<file path="config.mk">
export PLATFORM = sky130hd
export DESIGN_NAME = ccg_sweep_misr
export DESIGN_NICKNAME = d
export VERILOG_FILES = /design/src/rtl/ccg_sweep_misr.sv
export SDC_FILE = /design/constraint.sdc
export NUM_CORES = 1
export LEC_CHECK = 0
export BUFFER_PORTS_ARGS = -buffer_cell sky130_fd_sc_hd__buf_2
export CAP_MARGIN = 20
export CORE_MARGIN = 4
export CORE_UTILIZATION = 50
export CTS_BUF_LIST = sky130_fd_sc_hd__clkbuf_16
export DETAILED_ROUTE_END_ITERATION = 7
export HOLD_SLACK_MARGIN = 0.08
export PLACE_DENSITY_LB_ADDON = 0.3
export SLEW_MARGIN = 20
export SYNTH_ARGS = -nofsm -noshare
export SYNTH_HDL_FRONTEND = slang
export SYNTH_SLANG_ARGS = --single-unit
export TNS_END_PERCENT = 20
</file>
<file path="constraint.sdc">
create_clock -name clk -period 3 [get_ports clk]
set_input_delay 0.9 -clock clk [delete_from_list [all_inputs] [get_ports clk]]
set_output_delay 0.9 -clock clk [all_outputs]
set_load 0.02 [all_outputs]
</file>
<file path="src/rtl/ccg_sweep_misr.sv">
// ccg_sweep_misr: exhaustive stimulus sequencer and MISR response compactor
// for a small combinational netlist under test (CUT).
//
// Drives every N_IN-bit input vector in ascending order on x, registers the
// CUT response f once per vector, and folds each registered response into an
// N_OUT-bit Galois MISR.
//
// Ports:
//   clk        clock, all state updates on the rising edge
//   rst_n      synchronous active-low reset
//   start      begin a sweep (sampled in IDLE only)
//   hold       freeze all sweep state while high (RUN/DRAIN only)
//   f          CUT response, bit i-1 = CUT output f_i
//   x          CUT stimulus, bit i = CUT input x_i
//   busy       high while the sweep is in RUN or DRAIN
//   done       one-cycle pulse when the signature is final
//   signature  MISR contents, valid whenever busy is low
module ccg_sweep_misr #(
    parameter int unsigned           N_IN  = 6,
    parameter int unsigned           N_OUT = 18,
    parameter logic [N_OUT-1:0]      TAPS  = 18'h00081
) (
    input  logic              clk,
    input  logic              rst_n,
    input  logic              start,
    input  logic              hold,
    input  logic [N_OUT-1:0]  f,
    output logic [N_IN-1:0]   x,
    output logic              busy,
    output logic              done,
    output logic [N_OUT-1:0]  signature
);

    localparam logic [1:0] S_IDLE  = 2'd0;
    localparam logic [1:0] S_RUN   = 2'd1;
    localparam logic [1:0] S_DRAIN = 2'd2;
    localparam logic [1:0] S_DONE  = 2'd3;

    localparam logic [N_IN-1:0] X_LAST = '1;

    logic [1:0]       state,     state_nxt;
    logic [N_IN-1:0]  x_nxt;
    logic [N_OUT-1:0] f_q,       f_q_nxt;
    logic [N_OUT-1:0] sig_nxt;
    logic             first_q,   first_nxt;
    logic             busy_nxt;
    logic             done_nxt;

    // One Galois MISR step: shift left, fold the MSB back through TAPS, add d.
    function automatic logic [N_OUT-1:0] misr_step(
        input logic [N_OUT-1:0] s,
        input logic [N_OUT-1:0] d
    );
        return {s[N_OUT-2:0], 1'b0} ^ (s[N_OUT-1] ? TAPS : '0) ^ d;
    endfunction

    // State and datapath registers.
    always_ff @(posedge clk) begin
        if (!rst_n) begin
            state     <= S_IDLE;
            x         <= '0;
            f_q       <= '0;
            signature <= '0;
            first_q   <= 1'b0;
            busy      <= 1'b0;
            done      <= 1'b0;
        end else begin
            state     <= state_nxt;
            x         <= x_nxt;
            f_q       <= f_q_nxt;
            signature <= sig_nxt;
            first_q   <= first_nxt;
            busy      <= busy_nxt;
            done      <= done_nxt;
        end
    end

    // Next-state and next-datapath logic.
    always_comb begin
        state_nxt = state;
        x_nxt     = x;
        f_q_nxt   = f_q;
        sig_nxt   = signature;
        first_nxt = first_q;

        case (state)
            S_IDLE: begin
                if (start) begin
                    state_nxt = S_RUN;
                    x_nxt     = '0;
                    f_q_nxt   = '0;
                    sig_nxt   = '0;
                    first_nxt = 1'b1;
                end
            end
            S_RUN: begin
                if (!hold) begin
                    f_q_nxt   = f;
                    // f_q is still the cleared value on the first RUN edge.
                    if (!first_q) begin
                        sig_nxt = misr_step(signature, f_q);
                    end
                    first_nxt = 1'b0;
                    if (x == X_LAST) begin
                        state_nxt = S_DRAIN;
                    end else begin
                        x_nxt = x + N_IN'(1);
                    end
                end
            end
            S_DRAIN: begin
                // Absorb the response to the last vector.
                if (!hold) begin
                    sig_nxt   = misr_step(signature, f_q);
                    state_nxt = S_DONE;
                end
            end
            S_DONE: begin
                state_nxt = S_IDLE;
            end
            default: begin
                state_nxt = S_IDLE;
            end
        endcase

        busy_nxt = (state_nxt == S_RUN) || (state_nxt == S_DRAIN);
        done_nxt = (state_nxt == S_DONE);
    end

endmodule

</file>
==> results.toml, run 1 <==
[outcome]
status = "completed"

[timing]
final_max_slew_viol_count = 0
post-route-period-util_pct = 76.3
slew_headroom_pct = 49.0
hold_viol_final = 0
worst_pin_slew_ns = 0.761
fin_crit_ns = 2.29
rsz0062_at_grt = "no"
holdWs_ns = 0.480
setup_tns_ns = 0
fmaxAchievable_mhz = 437
finalSetupViolCount = 0
fin_ws_ns = 0.711
skew_ns = 0.00424

[worst_setup_path]
reg2reg_depth = 6
crit_arrival_ns = 2.49
worstSetupPathType = "register to register"
r2r_slack_ns = 0.71
start_kind = "register"
required_ns = 3.20
r2r_start = "state[1]$_SDFF_PN0_"
end_kind = "register"
path_max_fanout = 18
r2r-end = "signature[13]$_SDFFE_PN0P_"

[global_route]
grt_pass1_vias = 1724
antenna_found_initial = 0
overflow = 0
grt_first_pass_wirelength_um = 7710
grt_usage_pct = 17.9
grt_max_degree = 30

[clock_tree]
cts.htree.levels = 2
cts_buffers = 5
cts.reportedPaths.clkPinSlew_ns = 0.06
post_cts_buffers = 0
cts_tree = "done"
cts_buffer_depth = 2
ctsResizeCount = 0
cts_hold_buf = 0
cts_num_sinks = 47
root_buffer = "clkbuf_16"
worstSkewPairLatency_ns = 0.28

[synthesis]
synthFlopType = "dfxtp_1"
ys_seq_area_share_pct = 42.8
ys_ff_latch = 47
yosys-top-cells-count = "47 x dfxtp_1, 23 x nand3_1, 22 x nand2_1"
syn-num-nets = 264
synthDistinctLibCells = 34
synth_most_common_cell = "dfxtp_1"
yosys_warnings = 0
ys_async_sr_fraction_pct = 0
synth_edf_count = 0
netlist.area_leader.share_pct = 42.8
syn_area_per_cell_sq_um = 9.35
yosys-top-cells-area = "dfxtp_1 43%, xor2_1 6.8%, a22oi_1 6.2%"
synth_top_cell_by_area = "dfxtp_1"
synthCells = 235
netlist_area_sq_um = 2200

[layout]
fin_util_pct = 63.1
diodes = 0
finalNetCount = 305
fill_cells = 366
fin_cells = 327
drive_gt1_share_pct = 21.3
syn2layout_area_growth_pct = 18.2
final_cell_area_sq_um = 2600

[pwr]
power.density_nw_per_um2 = 548
max-vdd-ir-drop_v = 0.000267
p_leak_nw = 1.11
design_power_total_mw = 1.42

[die]
ioPinCount = 48
die_width_um = 74.3
dieArea_sq_um = 5520
core_sq_um = 4120
start_util_pct = 53.4
die_y_um = 74.3
rows = 23

[placement]
pre_cts_ws_ns = 0.589
place_area_sq_um = 2430
port_buffers = 47
hpwl_um = 3110
gp_congestion = 0.742
dp.cells = 319

[hold_path]
hp-start = "signature[4]$_SDFFE_PN0P_"
hold_end = "signature[4]$_SDFFE_PN0P_"
min_path_type = "register to register"
hold_depth = 2

[detailed_routing]
viasPerCell = 5.45
final_antenna_net_count = 0
wirelength_um = 4550
drt_iter0_drc = 115
remaining_drc_errors = 0
vias = 1782
drt-wirelength-per-cell_um = 13.9
drt_pass1_iterations = 4

[job]
drv_cap = 0
==> kinds of logic after synthesis <==
| family | synth area share, % |
|---|---|
| buffers and inverters | 3.99 |
| adder cells (fa/ha/maj) | 3.99 |
| XOR/XNOR | 7.57 |
| AO/OA/AOI/OAI | 20.5 |
| AND/OR/NAND/NOR | 21.1 |
| flip-flops | 42.8 |
==> power breakdown <==
group	internal [mW]	total, mW	switching, mW
clock	0.393	0.621	0.228
sequential	0.637	0.647	0.0102
combinational	0.0559	0.155	0.0991
total	1.09	1.42	0.338
==> worst max-delay path by stage <==
stage,start,to,cells after the start
floorplan,hold,x[4]$_SDFFE_PN0P_,5
global placement,hold,signature[13]$_SDFFE_PN0P_,5
detailed placement,hold,signature[12]$_SDFFE_PN0P_,5
CTS,state[1]$_SDFF_PN0_,signature[13]$_SDFFE_PN0P_,6
global route,state[1]$_SDFF_PN0_,signature[16]$_SDFFE_PN0P_,6
finish,state[1]$_SDFF_PN0_,signature[13]$_SDFFE_PN0P_,6
==> layout make-up <==
type	count	area [sq um]	area share, %
sequential	47	941	36.2
tap	50	62.6	2.41
clock buffer	5	125	4.82
inverter	2	7.51	0.289
multi-input combinational	171	1170	45.0
clock inverter	3	42.5	1.64
timing repair buffer	49	250	9.63
==> registers in the layout, summed over array words and instances (netlist names) <==
| signal | cells |
|---|---|
| busy | 1 |
| done | 1 |
| f_q | 18 |
| first_q | 1 |
| signature | 18 |
| state | 2 |
| x | 6 |
==> metal layers <==
layer / GRT usage (%) / up-vias / part of all wire, % / routed length [um]
met2: 29.4 / 37 / 47 / 2140
li1: - / 912 / - / -
met4: 5.93 / 0 / 1.1 / 51
met5: 0 / - / 0 / 0
met3: 5.14 / 5 / 5.9 / 267
met1: 22.8 / 828 / 46 / 2100
==> cells in the final DEF (no fill, tap or decap), drive strengths merged, types with 2 or more instances in the layout <==
cell type	instances
buf	49
a21oi	2
a22oi	18
or4	3
a21boi	24
xor2	17
ha	7
xnor2	2
inv	3
nor2	4
a221oi	2
o21ai	9
clkbuf	5
and2	5
nor2b	19
dfxtp	47
nand2	22
nand3	23
o31ai	2
==> worst max-delay path: stages (launching register included) <==
cell and delay, ns:
dfxtp_1 0.40, inv_1 0.09, ha_1 0.35, a221oi_1 0.38, and3_1 0.64, nand3_1 0.13, a21boi_0 0.21
Note: power is estimated with default switching activity, not from simulation.
==> inputs of run 2 (changes only) <==
- ABC_AREA: unset -> 1
- CORE_UTILIZATION: 50 -> 48
- clock period: 3 -> 1.9 ns (I/O delays scaled with it)
==> run 2 against run 1 <==
  * Wire length fell by 0.24%
  * Utilization fell by 2.3 points
  * Maximum frequency rose by 33%
  * Area after synthesis barely moved
  * Cell count rose by 18%
  * Final area rose by 2.6%
  * Power rose by 86%
  * Non-clock buffer count rose by 5
  * Setup slack got worse by 0.53 ns
  * Clock power rose by 57%
==> results.toml, run 2 <==
[outcome]
status = "completed"

[synthesis]
netlist_area_sq_um = 2200
synthSimpleGateAreaFrac_pct = 24.6
synthDistinctLibCells = 23
synth_top_cell_by_area = "dfxtp_1"
synth_compound_area_share_pct = 13.1
synthAdderAreaFrac_pct = 3.98
synth_edf_count = 0
synth_xor_area_share_pct = 7.57
yosys_warnings = 0
synthFlopType = "dfxtp_1"
synth_top_family_by_area = "simple AND/OR/NAND/NOR gates"
ys_async_sr_fraction_pct = 0
yosys-top-cells-area = "dfxtp_1 43%, nand2_1 14%, a21oi_1 8.0%"
yosys-top-cells-count = "84 x nand2_1, 47 x dfxtp_1, 35 x a21oi_1"
ys_seq_area_share_pct = 42.8
synth_most_common_cell = "nand2_1"
ys_ff_latch = 47
synthCells = 285
syn_area_per_cell_sq_um = 7.71
synthMuxAreaShare_pct = 0
syn-num-nets = 314
netlist.area_leader.share_pct = 42.8

[worst_setup_path]
cpPeakStageDelay_ns = 0.40
crit_chain = "inv_1 -> ha_1 -> nand2_1 -> nand2_4 -> a21oi_2 -> nand2_1 -> inv_2 -> nand2_1 -> nand2_1 -> inv_1 -> nor2_1"
start_kind = "register"
end_kind = "register"
worstSetupPathType = "register to register"
path_max_fanout = 8
crit_family = "simple AND/OR/NAND/NOR gates"
crit_arrival_ns = 1.94
path_buf_inv = 3
worst_path_most_repeated_cell = "nand2_1"
required_ns = 2.13
critPathSlowestCell = "dfxtp_1"

[detailed_routing]
final_antenna_net_count = 0
wirelength_um = 4540
vias = 1878
remaining_drc_errors = 0
viasPerCell = 4.85
drt_pass1_iterations = 4
drt-wirelength-per-cell_um = 11.7
drt_iter0_drc = 64

[layout]
mostFrequentLayoutCells = "84 x nand2_1, 47 x dfxtp_1, 47 x buf_2, 35 x a21oi_1, 26 x inv_1"
reg.largest.list = "f_q: 18 flops, signature: 18 flops, x: 6 flops"
layout_commonest_cell = "nand2_1"
drive_gt1_share_pct = 23.6
syn2layout_area_growth_pct = 21.2
finalNetCount = 364
diodes = 0

[pwr]
max-vdd-ir-drop_v = 0.000952
power.density_nw_per_um2 = 994
p_leak_nw = 1.29

[die]
dieArea_sq_um = 5730
rows = 24
core_sq_um = 4380
start_util_pct = 50.1
die_y_um = 75.7
ioPinCount = 48
die_width_um = 75.7

[timing]
hold_viol_final = 0
slew_headroom_pct = 78.3
fin_crit_ns = 1.72
holdWs_ns = 0.463
worst_pin_slew_ns = 0.325
post-route-period-util_pct = 90.4
skew_ns = 0.00424
rsz0062_at_grt = "yes"
setup_tns_ns = 0
final_max_slew_viol_count = 0
fmaxAchievable_mhz = 582
finalSetupViolCount = 0

[global_route]
antenna_found_initial = 0
grt_max_degree = 42
grt_first_pass_wirelength_um = 7420
overflow = 0
grt_usage_pct = 17.2
grt_pass1_vias = 1692

[placement]
port_buffers = 47
gp_congestion = 0.898
hpwl_um = 3230

[clock_tree]
post_cts_buffers = 0
cts.htree.levels = 2
cts_buffers = 5
cts_num_sinks = 47
root_buffer = "clkbuf_16"
cts.reportedPaths.clkPinSlew_ns = 0.06
cts_buffer_depth = 2
cts_tree = "done"
worstSkewPairLatency_ns = 0.29

[hold_path]
min_path_type = "register to register"

[job]
drv_cap = 0
[run 2: power breakdown]
group / internal, mW / switching (mW)
clock network: 0.613 / 0.365
logic: 0.197 / 0.388
registers: 1.05 / 0.0414
[run 2: layer usage]
layer / routed length [um] / vias to the layer above / part of all wire, % / GRT usage [%]
li1: - / 1006 / - / -
met3: 214 / 4 / 4.7 / 4.88
met5: 0 / - / 0 / 0
met1: 2220 / 825 / 49 / 22.6
met4: 51 / 0 / 1.1 / 5.24
met2: 2060 / 43 / 45 / 27.3
[run 2: path summary, 6_finish.rpt]
kind,from,end,slack [ns],depth (start not counted)
setup / recovery,state[1]$_SDFF_PN0_,x[4]$_SDFFE_PN0P_,0.18,11
hold / removal,first_q$_SDFFE_PN0P_,first_q$_SDFFE_PN0P_,0.46,2
setup reg to reg,state[1]$_SDFF_PN0_,x[4]$_SDFFE_PN0P_,0.18,11
hold reg to reg,first_q$_SDFFE_PN0P_,first_q$_SDFFE_PN0P_,0.46,2
[run 2: cell type report]
class	instances	area (sq um)
clock buffers	5	125
clock inverters	2	37.5
fillers	410	1720
inverters	29	111
multi-input cells	198	1080
flip-flops and latches	47	941
well taps	52	65.1
repair buffers	54	300
[run 2: tightest hold or removal path, delay by kind of cell (launching register included)]
family,cells,cell delay [ns]
flops,1,0.31
simple gates,1,0.06
compound gates,1,0.05
[run 2: per-stage QoR]
step	total power, mW	instances	worst slack [ns]	utilization (%)	instance area, sq um
final	2.65	387	0.183	60.8	2670
after global routing	2.79	387	-0.0192	60.8	2670
after detailed placement	1.70	380	0.191	57.0	2500
after floorplan	1.54	285	0.178	-	2200
after CTS	2.67	387	0.186	60.7	2660
after global placement	1.69	380	0.208	57.0	2500
[run 2: logic make-up after synthesis]
kind of cell,Yosys count
buf+inv,40
flops,47
xor+xnor,19
compound gates,49
simple gates,123
fa+ha+maj,7
[run 2: timing repair]
action | 4_1_cts | 5_1_grt
gates resized for setup | 0 | 1
endpoints found under the setup margin | 0 | 2
hold endpoints to repair | 0 | 0
hold buffers | 0 | 0
